$ cat config.mk
export PLATFORM = sky130hd
export DESIGN_NAME = truth_table_sweep
export DESIGN_NICKNAME = d
export VERILOG_FILES = /design/src/rtl/truth_table_sweep.sv
export SDC_FILE = /design/constraint.sdc
export NUM_CORES = 1
export LEC_CHECK = 0
export CAP_MARGIN = 20
export CORE_MARGIN = 3
export CORE_UTILIZATION = 25
export DETAILED_ROUTE_END_ITERATION = 8
export SYNTH_ARGS = -nofsm -noshare
export SYNTH_HDL_FRONTEND = slang
export SYNTH_SLANG_ARGS = --single-unit
$ cat constraint.sdc
create_clock -name clk -period 3.5 [get_ports clk]
set_input_delay 0.525 -clock clk [delete_from_list [all_inputs] [get_ports clk]]
set_output_delay 0.525 -clock clk [all_outputs]
set_load 0.05 [all_outputs]
$ cat src/rtl/truth_table_sweep.sv
// truth_table_sweep: exhaustive stimulus engine; drives every N_IN-bit vector for HOLD cycles and checks DUT outputs against EXPECT.
// Latency: stim=0/busy=1 one cycle after the start edge; done rises 2^N_IN*HOLD cycles after that edge.
// Flow control: none; start is ignored while a sweep is running. Optional macro SWEEP_STOP_ON_FAIL_EN ends the sweep at the first mismatch.
module truth_table_sweep #(
  parameter int N_IN  = 4,
  parameter int N_OUT = 1,
  parameter int HOLD  = 20,
  parameter logic [(2**N_IN)*N_OUT-1:0] EXPECT = '0
) (
  input  logic             clk,
  input  logic             rst,
  input  logic             start,
  input  logic [N_OUT-1:0] dut_in,
  output logic [N_IN-1:0]  stim,
  output logic             busy,
  output logic             done,
  output logic             pass,
  output logic [N_IN:0]    mismatch_cnt,
  output logic [N_IN-1:0]  first_fail,
  output logic             fail_seen
);

  // Hold counter only needs to reach HOLD-1; keep it at least one bit wide.
  localparam int HW = (HOLD > 1) ? $clog2(HOLD) : 1;
  localparam logic [HW-1:0]   HOLD_LAST = HW'(HOLD - 1);
  localparam logic [N_IN-1:0] LAST_IDX  = '1;

`ifdef SWEEP_STOP_ON_FAIL_EN
  localparam bit STOP_ON_FAIL = 1'b1;
`else
  localparam bit STOP_ON_FAIL = 1'b0;
`endif

  typedef enum logic [1:0] {
    S_IDLE  = 2'd0,
    S_DRIVE = 2'd1,
    S_DONE  = 2'd2
  } state_t;

  state_t           state_q;
  logic [HW-1:0]    hold_q;
  logic [N_IN-1:0]  stim_q;
  logic             busy_q;
  logic             done_q;
  logic             pass_q;
  logic [N_IN:0]    cnt_q;
  logic [N_IN-1:0]  first_q;
  logic             seen_q;

  // Expected table viewed as one entry per vector so stim indexes it directly.
  logic [N_OUT-1:0] exp_tbl [2**N_IN];
  logic             miss;

  for (genvar g = 0; g < 2**N_IN; g++) begin : g_tbl
    assign exp_tbl[g] = EXPECT[g*N_OUT +: N_OUT];
  end

  assign miss = (dut_in != exp_tbl[stim_q]);

  // Sweep sequencer: launch, per-vector hold, sample/compare at window end, terminal detection.
  always_ff @(posedge clk) begin
    if (rst) begin
      state_q <= S_IDLE;
      hold_q  <= '0;
      stim_q  <= '0;
      busy_q  <= 1'b0;
      done_q  <= 1'b0;
      pass_q  <= 1'b0;
      cnt_q   <= '0;
      first_q <= '0;
      seen_q  <= 1'b0;
    end else begin
      case (state_q)
        S_IDLE, S_DONE: begin
          if (start) begin
            state_q <= S_DRIVE;
            stim_q  <= '0;
            hold_q  <= HOLD_LAST;
            busy_q  <= 1'b1;
            done_q  <= 1'b0;
            pass_q  <= 1'b0;
            cnt_q   <= '0;
            first_q <= '0;
            seen_q  <= 1'b0;
          end
        end
        S_DRIVE: begin
          if (hold_q != '0) begin
            hold_q <= hold_q - 1'b1;
          end else begin
            if (miss) begin
              cnt_q <= cnt_q + 1'b1;
              if (!seen_q) begin
                first_q <= stim_q;
                seen_q  <= 1'b1;
              end
            end
            // Terminal index is detected explicitly so stim never wraps.
            if ((STOP_ON_FAIL && miss) || (stim_q == LAST_IDX)) begin
              state_q <= S_DONE;
              busy_q  <= 1'b0;
              done_q  <= 1'b1;
              pass_q  <= !miss && (cnt_q == '0);
            end else begin
              stim_q <= stim_q + 1'b1;
              hold_q <= HOLD_LAST;
            end
          end
        end
        default: state_q <= S_IDLE;
      endcase
    end
  end

  assign stim         = stim_q;
  assign busy         = busy_q;
  assign done         = done_q;
  assign pass         = pass_q;
  assign mismatch_cnt = cnt_q;
  assign first_fail   = first_q;
  assign fail_seen    = seen_q;

endmodule

Word level (Yosys, flattened, before mapping)
Memories as Yosys holds them, arrays and structs flattened.
Cells that the tools add are included.
{ "totals": {"ff_bits": 24, "latch_bits": 0, "mem_bits_rw": 0, "rom_bits": 16, "inputBits": 4, "word_cells": 75, "memories": 1} }
{ "op_classes": {"n_addsub": 3, "multipliers": 0, "div_mod_pow": 0, "order_cmp": 1, "n_eq_ne": 11, "shifts": 0, "n_mux": 36, "bitwise": 1, "n_reduce_logical": 13} }
{ "memory_table": {"columns": ["memory", "words", "word_bits", "read_ports", "rd_clocked_by_memory_dff", "wr", "line_no", "rtl"], "rows": [
  ["(name not given)", 16, 1, 1, 0, 0, "58", "assign miss = (dut_in != exp_tbl[stim_q]);"]
]} }
{ "ops": {"columns": ["op", "n"], "rows": [
  ["2-to-1 mux 5 bit", 6],
  ["2-to-1 mux 4 bit", 6],
  ["case mux 5 bit (2 select lines)", 2],
  ["case mux 4 bit (2 select lines)", 2],
  ["2-to-1 mux 1 bit", 12],
  ["!= test 2 bit (second input constant)", 6],
  ["AND reduction 4 bit", 3],
  ["case mux 1 bit (2 select lines)", 4],
  ["2-to-1 mux 2 bit", 3],
  ["AND reduction 3 bit", 2],
  ["adder 5 x 1 -> 5 bit (second input constant)", 1],
  [">= comparator 5 bit (second input constant)", 1],
  ["zero test 5 bit", 1],
  ["inverter 4 -> 5 bit", 1],
  ["AND reduction 5 bit", 1],
  ["nonzero test 5 bit", 1],
  ["subtractor 5 x 1 -> 5 bit (second input constant)", 1],
  ["adder 4 x 1 -> 4 bit (second input constant)", 1],
  ["equality test 4 bit (second input constant)", 1],
  ["case mux 2 bit (2 select lines)", 1],
  ["!= test 3 bit (second input constant)", 1],
  ["equality test 2 x 1 -> 1 bit (second input constant)", 1],
  ["equality test 2 bit (second input constant)", 1],
  ["zero test 2 bit", 1],
  ["5 further kinds", 5]
]} }

Depth between registers and ports, before layout
{ "logic_depth": {"word_depth": 10, "mapped_depth": 7, "ltp_nobuf": 5} }

Worst setup path after synthesis
OpenSTA, ideal clock, no wires.
{ "synth_path": {"path_kind": "register to register", "from": "reg stim_q[1], in the netlist stim[1]", "to": "reg hold_q[1]", "setup_ns": 0.121, "arrival_time_ns": 1.787, "required_time_ns": 3.379, "slack_ns": 1.592, "stages_incl_launch_ff": 5, "path_buffers": 0, "cell_sequence": "dfxtp_1 ha_1 nand3_1 o21ai_0 mux2_2"} }
{ "synth_between": {"elab_chain_len": 3} }
{ "synth_lines": {"columns": ["element", "line_no", "rtl"], "rows": [
  ["start: declaration", "42", "logic [N_IN-1:0] stim_q;"],
  ["start signal: assignment", "105", "stim_q <= stim_q + 1'b1;"],
  ["equality test 4 bit", "99", "if ((STOP_ON_FAIL && miss) || (stim_q == LAST_IDX)) begin"],
  ["!= test 3 bit (no line)", null, null],
  ["AND reduction 3 bit (no line)", null, null],
  ["end signal: assignment", "89", "hold_q <= hold_q - 1'b1;"],
  ["end: declaration", "41", "logic [HW-1:0] hold_q;"]
]} }
No other way between the ends.
A chain may end at the register's enable or synchronous reset.

Worst setup path in the final report
{ "layout_path": {"from": "reg hold_q[0]", "to": "reg hold_q[1]"} }
{ "layout_between": {"elab_chain_len": 3, "word_cells_on_any_way": 6, "classes_between": "add/sub: 1; eq/ne: 1; mux: 2; reduce/logical: 2"} }
{ "layout_lines": {"columns": ["element", "line_no"], "rows": [
  ["subtractor 5 x 1 -> 5 bit / nonzero test 5 bit (equally long branches)", "89, 88"],
  ["2-to-1 mux 5 bit / != test 3 bit (equally long branches)", null],
  ["case mux 5 bit (2 select lines) / AND reduction 3 bit (equally long branches)", null]
]} }
Parallel ways exist; a longest one is shown, timed or not.

==> impl_metrics.toml <==
[timing]
max_clock_freq_mhz = 431
fin_crit_sh_pct = 66.3
finClkSkew_ns = 0.00159
setup_viol = 0
slew-limit-headroom_pct = 49.9
finalSetupTns_ns = 0
min_period_ns = 2.32
slew_viol_final = 0
rsz0062_at_grt = "no"
finalHoldViolCount = 0
worst_slew_pin_slew_ns = 0.752
finalWorstSetupSlack_ns = 1.18

[clocking]
post-cts-setup-buffer-count = 0
hold_buffers = 0
cts_sinks = 24
cts_tree = "built"
clockRootBuffer = "clkbuf_8"
clock_path_buffers = 2
cts-htree-levels = 1
insertion_delay_ns = 0.26
cts_made_buffers = 3
clkSlewWorstSetupHoldPaths_ns = 0.08
cts_resized = 0

[setup_path]
cp.arrival_ns = 2.48
worstPathMaxFanout = 19
required_ns = 3.66
crit_start = "hold_q[0]$_SDFFE_PP0P_"
cp-start-kind = "flip-flop"
critPathKind = "flip-flop to flip-flop"
end_kind = "flip-flop"
r2r-start = "hold_q[0]$_SDFFE_PP0P_"
cpPeakStageDelay_ns = 0.77
crit_chain = "inv_1, ha_1, or4b_1, o21ai_0, mux2_2"
cpMaxStageDelayCell = "or4b_1"
worst-r2r-cell-count = 5

[synth]
ys_types = 41
yosysSeqAreaShare_pct = 39.3
ys.flop_type = "dfxtp_1"
ys_warn_count = 0
synthesis.area_um2 = 1220
synth_enable_flop_cells = 0
syn_inst = 140
syn_avg_cell_area_um2 = 8.73
synth_nets = 148
ys_ff_latch = 24
async_reset_ff_share_pct = 0

[route]
first_pass_iters = 4
wirelength_um = 2930
routed_via_density = 5.10
drc = 0
vias = 1137
wl_per_cell_um = 13.1
drtIter0Drc = 68
route.antenna.remaining_nets = 0

[die]
die_w_um = 75.9
core_um2 = 4530
initial_core_util_pct = 27.0
ioPinCount = 21
rows = 24
die_area_um2 = 5760
die_h_um = 75.9

[flow_run]
drv_cap = 0

[grt]
grt_pass1_vias = 1048
track_usage_pct = 10.3
antenna_found_initial = 0
grt_max_degree = 22
grt_pass1_wl_um = 5000
grt_remaining_overflow = 0

[worst_hold_path]
hold_path.class = "flip-flop to flip-flop"
hold_start = "done$_SDFFE_PP0P_"
min_path_cells = 2

[pwr]
seqPwrFrac_pct = 50.1
power_density_nw_per_um2 = 378
pwr-share-comb_pct = 18.1
internal_power_mw = 0.421
total_power_mw = 0.585
clock_power_share_pct = 31.8
ir_worst_vdd_v = 0.000193
p_leak_nw = 0.529
swShare_pct = 28.1
p_sw_mw = 0.164

[place]
routabilityCongestion = 0.765
portBuffers = 20
dp_slack_ns = 1.20
hpwl_um = 2030
postPlaceCellArea_um2 = 1490

[final_layout]
final_core_util_pct = 34.1
nets = 167
drive_above_1_share_pct = 7.59
syn_to_final_growth_pct = 26.4
design_area_um2 = 1550
antenna_cells = 0

[status]
status = "finished, final reports clean"
[registers in the layout, summed over array words and instances, names as in the netlist]
signal,flops
stim,4
hold_q,5
first_fail,4
state_q,2
fail_seen,1
pass,1
done,1
mismatch_cnt,5
busy,1
[layer usage]
layer	GRT usage (%)	share of wire, %	wire length (µm)	up-vias
met5	0	0	0	-
met4	2.17	0.75	22	0
met2	14.8	44	1280	29
li1	-	-	-	566
met3	3.55	5.4	159	2
met1	14.9	50	1460	540
[worst paths after layout]
path / end / slack (ns)
setup / recovery: hold_q[1]$_SDFFE_PP0P_ / 1.18
hold / removal: done$_SDFFE_PP0P_ / 0.47
setup reg to reg: hold_q[1]$_SDFFE_PP0P_ / 1.18
hold reg to reg: done$_SDFFE_PP0P_ / 0.47
[critical path: cells and delay by family, from the launching register on]
kind | cells | cell delay, ns
and+or+nand+nor | 1 | 0.77
AOI/OAI and AO/OA | 1 | 0.43
muxes | 1 | 0.37
DFF | 1 | 0.33
adders and majority gates | 1 | 0.21
buffers and inverters | 1 | 0.10
[layout by cell type (no fill, tap or decap), types with 3 or more instances in the layout]
cell type and instances:
o2111ai_1 4, nand3_1 14, or3_1 3, nand2_1 6
nand2b_1 5, o211ai_1 6, a21oi_1 7, buf_4 3
inv_1 7, mux2i_1 5, ha_1 4, dfxtp_1 24
clkdlybuf4s50_1 20, clkbuf_8 4, nor2_1 6
[per-stage QoR]
| step | cells | hold WS [ns] |
|---|---|---|
| detailed placement | 219 | 0.458 |
| floorplan | 140 | 0.471 |
| global placement | 219 | 0.458 |
| CTS | 223 | 0.478 |
| finish | 223 | 0.470 |
| global route | 223 | 0.507 |
[cells by family (layout without fill, tap and decap cells)]
family | Yosys count | count (layout) | synth area share, %
buf+inv | 17 | 35 | 5.42
compound gates | 34 | 34 | 20.4
mux | 6 | 6 | 5.02
fa+ha+maj | 4 | 4 | 4.09
flops | 24 | 24 | 39.3
simple gates | 55 | 55 | 25.8
[cells in the mapped netlist, types with 2 or more instances]
| cell | instances | area share, % |
|---|---|---|
| nor4b_1 | 2 | 1.4 |
| o2111ai_1 | 4 | 2.9 |
| nor4_1 | 2 | 1.0 |
| inv_1 | 7 | 2.1 |
| ha_1 | 4 | 4.1 |
| o311ai_0 | 2 | 1.4 |
| nor3b_1 | 2 | 1.2 |
| or2_2 | 2 | 1.0 |
| nand2_1 | 6 | 1.8 |
| o211ai_1 | 6 | 3.7 |
| clkbuf_1 | 6 | 1.8 |
| o21ai_0 | 2 | 0.82 |
| nand4_1 | 2 | 1.0 |
| nor2b_1 | 2 | 1.0 |
| a21oi_1 | 7 | 2.9 |
| o31ai_1 | 2 | 1.2 |
| nor2_1 | 6 | 1.8 |
| nand2b_1 | 5 | 2.6 |
| a32o_1 | 2 | 1.6 |
| mux2i_1 | 5 | 4.1 |
| or3_1 | 3 | 1.5 |
| nor3_1 | 2 | 0.82 |
| buf_2 | 2 | 0.82 |
| nand3b_1 | 2 | 1.2 |
| or4b_1 | 2 | 1.6 |
| a31oi_1 | 2 | 1.0 |
| dfxtp_1 | 24 | 39 |
| nand3_1 | 14 | 5.7 |
[cell type report]
| type | instances | area [µm²] |
|---|---|---|
| Clock buffer | 4 | 55.1 |
| Inverter | 8 | 30.0 |
| Timing Repair Buffer | 23 | 223 |
| Multi-Input combinational cell | 99 | 676 |
| Sequential cell | 24 | 480 |
| Fill cell | 475 | 2990 |
| Tap cell | 65 | 81.3 |
[power by group through the flow]
stage	Sequential [mW]	Combinational (mW)	Clock, mW
3_5_place_dp	0.299	0.106	0
2_1_floorplan	0.307	0.0677	0
4_1_cts	0.293	0.106	0.197
3_3_place_gp	0.299	0.105	0
6_report	0.293	0.106	0.186
5_1_grt	0.295	0.116	0.211
(Power assumes the default switching activity.)
